--- src/rtl/serial_word_transmitter.sv ---
// Parallel-in, serial-out word transmitter.
// A valid/ready handshake fills a one-word holding register. A shift
// register then sends the word one bit per clock on q, with frame high
// for every bit of the word and last high on its final bit. When a word
// is waiting, it follows the previous word with no idle bit in between.
module serial_word_transmitter #(
    parameter int N         = 8,
    parameter bit MSB_FIRST = 1'b1
) (
    input  logic         Clock,
    input  logic         Reset,
    input  logic [N-1:0] Data,
    input  logic         Valid,
    output logic         Ready,
    output logic         Q,
    output logic         Frame,
    output logic         Last
);

    localparam int CW = $clog2(N);
    localparam logic [CW-1:0] CNT_LAST = CW'(N - 1);

    typedef enum logic {
        IDLE  = 1'b0,
        SHIFT = 1'b1
    } state_t;

    state_t          state;
    logic            hold_valid;
    logic [N-1:0]    hold;
    logic [N-1:0]    shreg;
    logic [CW-1:0]   cnt;
    logic            accept;
    logic            load;

    // Handshake and load decisions. Ready also drops while Reset is held.
    // An accept needs an empty holder and a load needs a full one, so the
    // two never happen on the same edge.
    always_comb begin
        Ready  = !hold_valid && !Reset;
        accept = Valid && Ready;
        load   = ((state == IDLE) || Last) && hold_valid;
    end

    // Serial outputs, decoded only from registered state so that an
    // asynchronous reset clears them without waiting for a clock.
    always_comb begin
        Frame = (state == SHIFT);
        Last  = Frame && (cnt == CNT_LAST);
        if (state == SHIFT) begin
            Q = MSB_FIRST ? shreg[N-1] : shreg[0];
        end else begin
            Q = 1'b0;
        end
    end

    // Holding register, shift register, bit counter and the two-state FSM.
    always_ff @(posedge Clock or posedge Reset) begin
        if (Reset) begin
            state      <= IDLE;
            hold_valid <= 1'b0;
            hold       <= '0;
            shreg      <= '0;
            cnt        <= '0;
        end else begin
            if (accept) begin
                hold       <= Data;
                hold_valid <= 1'b1;
            end
            if (load) begin
                // Start a new word. This also happens on the final bit of
                // the previous word, so consecutive words run back to back.
                shreg      <= hold;
                cnt        <= '0;
                hold_valid <= 1'b0;
                state      <= SHIFT;
            end else if (state == SHIFT) begin
                if (MSB_FIRST) begin
                    shreg <= {shreg[N-2:0], 1'b0};
                end else begin
                    shreg <= {1'b0, shreg[N-1:1]};
                end
                if (Last) begin
                    // Final bit sent and nothing waiting: go idle.
                    state <= IDLE;
                    cnt   <= '0;
                end else begin
                    cnt <= cnt + 1'b1;
                end
            end
        end
    end

endmodule

--- config.mk ---
export PLATFORM = sky130hd
export DESIGN_NAME = serial_word_transmitter
export DESIGN_NICKNAME = d
export VERILOG_FILES = /design/src/rtl/serial_word_transmitter.sv
export SDC_FILE = /design/constraint.sdc
export NUM_CORES = 1
export LEC_CHECK = 0
export ABC_AREA = 1
export ABC_CLOCK_PERIOD_IN_PS = 2800
export CORE_ASPECT_RATIO = 1.1
export CORE_MARGIN = 1
export CORE_UTILIZATION = 35
export DETAILED_ROUTE_END_ITERATION = 8
export SLEW_MARGIN = 10
export SYNTH_ARGS = -nofsm -noshare
export SYNTH_HDL_FRONTEND = slang
export SYNTH_SLANG_ARGS = --single-unit
export TNS_END_PERCENT = 5
--- constraint.sdc ---
create_clock -name Clock -period 2.8 [get_ports Clock]
set_clock_uncertainty 0.1 [all_clocks]
set_input_delay 0.56 -clock Clock [delete_from_list [all_inputs] [get_ports Clock]]
set_output_delay 0.56 -clock Clock [all_outputs]
set_load 0.02 [all_outputs]
Yosys cells after proc, flatten, opt, wreduce, memory -nomap -nowiden
Index checks and enable logic that the tools add are counted.

Add/sub/neg operators: 1. $mul: 0. Divide/modulo/power cells: 0. $lt $le $gt $ge: 0. Equal/unequal tests: 1. Shift operators: 0. Muxes and demuxes: 11. Bitwise gates (word level): 1. Reductions and logical operators: 9.

Operators by type and width (number): $mux 8 (2); $mux 3 (3); $mux 1 (6); $logic_and 1x1->1 (4); $reduce_bool 2->1 (2); $add 3x1->3 const B (1); $eq 3x3->1 const B (1); $logic_not 1->1 (2); $logic_or 1x1->1 (1); $not 1->1 (1).

Register bits: 21. Latch bits: 0. Memory bits (writable): 0. ROM bits: 0. Bits of input ports: 11. Output and inout port bits: 4. Logic and storage cells: 28. Memories kept: 0.

Depth between registers and ports, before layout
Word-level depth: 5. Depth in mapped cells: 8. Mapped depth without buffers: 8.

Worst setup path after synthesis
No wires, ideal clock.

Kind: flip-flop to output port. Start: reg cnt[0]. End: out Last. Data arrival time: 0.898 ns. Required time: 2.140 ns. Setup slack: 1.242 ns. Cell stages (with the launch flop): 5. Path buffers: 0. Path through: dfrtp_1 > ha_1 > ha_1 > nand2_1 > inv_1.

Longest elaborated chain between the ends: 2.

RTL lines: start, declared (RTL line 32) `logic [CW-1:0] cnt;`; start signal, assigned (RTL line 88) `cnt <= cnt + 1'b1;`; $eq 3x3->1 (RTL line 49) `Last = Frame && (cnt == CNT_LAST);`; $logic_and 1x1->1 (RTL line 49); end, declared (RTL line 17) `output logic Last`.

Every way passes these cells.

Worst setup path after layout
Start: in Reset. End: out Ready.

Longest elaborated chain between the ends: 2.

RTL lines: start, declared (RTL line 11) `input logic Reset,`; $logic_not 1->1 (no source line); $logic_and 1x1->1 (RTL line 40) `Ready = !hold_valid && !Reset;`; end, declared (RTL line 14) `output logic Ready,`.

Every way passes these cells.

==> results.sh <==
export IMPL_finalSetupViolCount=0
export IMPL_ant_nets=0
export IMPL_grt_usage_pct=13.63
export IMPL_wl_per_cell_um=10.40
export IMPL_cp_arrival_ns=1.88
export IMPL_vias=780
export IMPL_finalWirelength_um=1737
export IMPL_critical_path_depth=3
export IMPL_cpMaxStageDelayCell="clkdlybuf4s50_1"
export IMPL_fmax_ghz=0.3931
export IMPL_cts_buffers=3
export IMPL_cp_cell_sequence="clkdlybuf4s50_1 > nor2_8 > clkdlybuf4s50_1"
export IMPL_worst_pin_slew_ns=0.7941
export IMPL_dieArea_um2=3126
export IMPL_cts_repair_resized=0
export IMPL_htree_levels=1
export IMPL_die_x_um=53.40
export IMPL_met3_length_um=51
export IMPL_cp_common_cell="clkdlybuf4s50_1"
export IMPL_place_hpwl_um=1329
export IMPL_syn_inst=119
export IMPL_clkLatencyLatePin_ns=0.30
export IMPL_ys_ff_latch=21
export IMPL_cts_setup_buffers=0
export IMPL_hold_viol=0
export IMPL_ys_warn_count=0
export IMPL_hold_path_class="flip-flop to flip-flop"
export IMPL_cp_required_ns=2.14
export IMPL_cp_end_kind="output port"
export IMPL_netlist_area_um2=1017
export IMPL_cts_tree="built"
export IMPL_gp_congestion=0.7511
export IMPL_worst_slack_ns=0.2562
export IMPL_worstSetupPathType="input pin to output port"
export IMPL_ios=15
export IMPL_core_area_um2=2753
export IMPL_rr_worst_depth=8
export IMPL_max_slew_margin_pct=47.00
export IMPL_cp_slowest_stage_delay_ns=0.63
export IMPL_critPathMaxFanout=10
export IMPL_ir_drop_mv=0.3869
export IMPL_path_buf_inv=2
export IMPL_nNetsFinal=148
export IMPL_rows=20
export IMPL_rsz0062_at_grt="false"
export IMPL_outcome="completed"
export IMPL_final_min_clock_period_ns=2.544
export IMPL_cts_sinks=21
export IMPL_power_density_nw_per_um2=914.7
export IMPL_regToRegSetupSlack_ns=1.26
export IMPL_first_iter_violations=7
export IMPL_setup_worst_path_end="Ready"
export IMPL_diodes=0
export IMPL_synth_nets=132
export IMPL_critPathLaunchType="input pin"
export IMPL_grt_pass1_vias=753
export IMPL_cts_buffer_depth=2
export IMPL_max_cap_viol_count=0
export IMPL_r2r_end="shreg[0]$_DFFE_PP0P_"
export IMPL_hold_depth=2
export IMPL_viasPerCell=4.671
export IMPL_drt_pass1_iter_count=4
export IMPL_areaGrowthSynthToFinish_pct=17.71
export IMPL_die_height_um=58.54
export IMPL_grt_overflow=0
export IMPL_crit_start="Reset"
export IMPL_drc=0
export IMPL_topRoutingLayerUsed="met4"
export IMPL_grt_max_degree=22
export IMPL_p_leak_uw=0.0006065
export IMPL_start_util_pct=36.95
export IMPL_drv_slew=0
export IMPL_r2r_start="cnt[0]$_DFFE_PP0P_"
export IMPL_avgSynthCellArea_um2=8.548
export IMPL_ys_seq_area_share_pct=51.66
export IMPL_cts_root_buf="clkbuf_4"
export IMPL_wl_met1_um=821
export IMPL_grt_pass1_wl_um=3098
export IMPL_drive_gt1_share_pct=7.463
export IMPL_crit_family="buffers and inverters"
export IMPL_place_ws_ns=0.2536
export IMPL_path_clk_slew_ns=0.11
export IMPL_antenna_found_initial=0
export IMPL_finalCritPeriodShare_pct=90.85
export IMPL_ys_types=14
export IMPL_postCtsHoldBufs=0
export IMPL_met2WireLength_um=849
export IMPL_setup_tns_ns=0
export IMPL_io_buffers=14
worst min path at each step:
stage	slack, ns	endpoint	start
final	0.38	shreg[0]$_DFFE_PP0P_	hold[0]$_DFFE_PP0P_
after global routing	0.41	hold[0]$_DFFE_PP0P_	hold[0]$_DFFE_PP0P_
after CTS	0.39	shreg[0]$_DFFE_PP0P_	hold[0]$_DFFE_PP0P_
after detailed placement	0.36	shreg[0]$_DFFE_PP0P_	hold[0]$_DFFE_PP0P_
after global placement	0.36	hold[2]$_DFFE_PP0P_	hold[2]$_DFFE_PP0P_
after floorplan	0.34	hold[0]$_DFFE_PP0P_	hold[0]$_DFFE_PP0P_
worst register-to-register path, cell delays in order, from the launching register on:
cell	delay (ns)
dfrtp_1	0.41
ha_1	0.20
ha_1	0.20
inv_1	0.12
nand2_4	0.11
nand2_4	0.15
inv_2	0.07
nand2_1	0.06
nand2_1	0.04
cells by family (layout without fill, tap and decap cells):
group           count (synthesis)  count (layout)  share of synthesized area (%)
fa+ha+maj                       2               2                          2.460
flops                          21              21                          51.66
compound gates                  2               2                          2.091
buf+inv                        17              32                          7.871
simple gates                   77              77                          35.92
per-layer routing:
metal / vias up / track usage (%)
met5: - / 0
met4: 0 / 6.767
met3: 2 / 2.326
met2: 15 / 23.57
met1: 364 / 15.89
li1: 399 / -
stage by stage:
| step | utilization [%] | hold WS [ns] | cells | power, uW | area (um2) |
|---|---|---|---|---|---|
| after floorplan | - | 0.3422 | 119 | 856.7 | 1017 |
| after global placement | 42.55 | 0.3589 | 163 | 944.8 | 1171 |
| after detailed placement | 42.55 | 0.3617 | 163 | 967.2 | 1171 |
| after CTS | 43.50 | 0.3888 | 167 | 1113 | 1197 |
| after global routing | 43.50 | 0.4148 | 167 | 1193 | 1197 |
| final | 43.50 | 0.3828 | 167 | 1095 | 1197 |
where the power goes:
group	leakage (uW)	total, uW	switching (uW)	internal [uW]
logic	0.000327	403	231	172
registers	0.000265	548	116	433
clock network	0.0000150	144	88.7	55.4
final cells by class:
class	instances	area (um2)
fillers	304	1555
flip-flops and latches	21	525.5
inverters	14	52.55
well taps	33	41.29
repair buffers	14	140.1
multi-input cells	81	411.6
clock buffers	4	26.28
cells in the mapped netlist:
library cell | count | area share (%)
a21oi_4 | 1 | 1.6
nand2_4 | 3 | 3.3
nor2_1 | 7 | 2.6
nor2_4 | 1 | 1.1
nor2_8 | 1 | 2.0
nand2_1 | 41 | 15
ha_1 | 2 | 2.5
o21ai_0 | 1 | 0.49
buf_6 | 2 | 2.2
nand3_1 | 24 | 12
inv_2 | 1 | 0.37
inv_1 | 13 | 4.8
buf_2 | 1 | 0.49
dfrtp_1 | 21 | 52
registers in the layout (all words and copies together), names as in the netlist:
register	count
Frame	1
shreg	8
hold_valid	1
hold	8
cnt	3
layout by cell type, fill, tap and decap left out, types with 2 or more instances in the layout:
| cell type | count |
|---|---|
| nand2_1 | 41 |
| nand3_1 | 24 |
| dfrtp_1 | 21 |
| clkdlybuf4s50_1 | 14 |
| inv_1 | 13 |
| nor2_1 | 7 |
| nand2_4 | 3 |
| clkbuf_4 | 3 |
| ha_1 | 2 |
No activity file was read; power rests on OpenSTA's default activity.
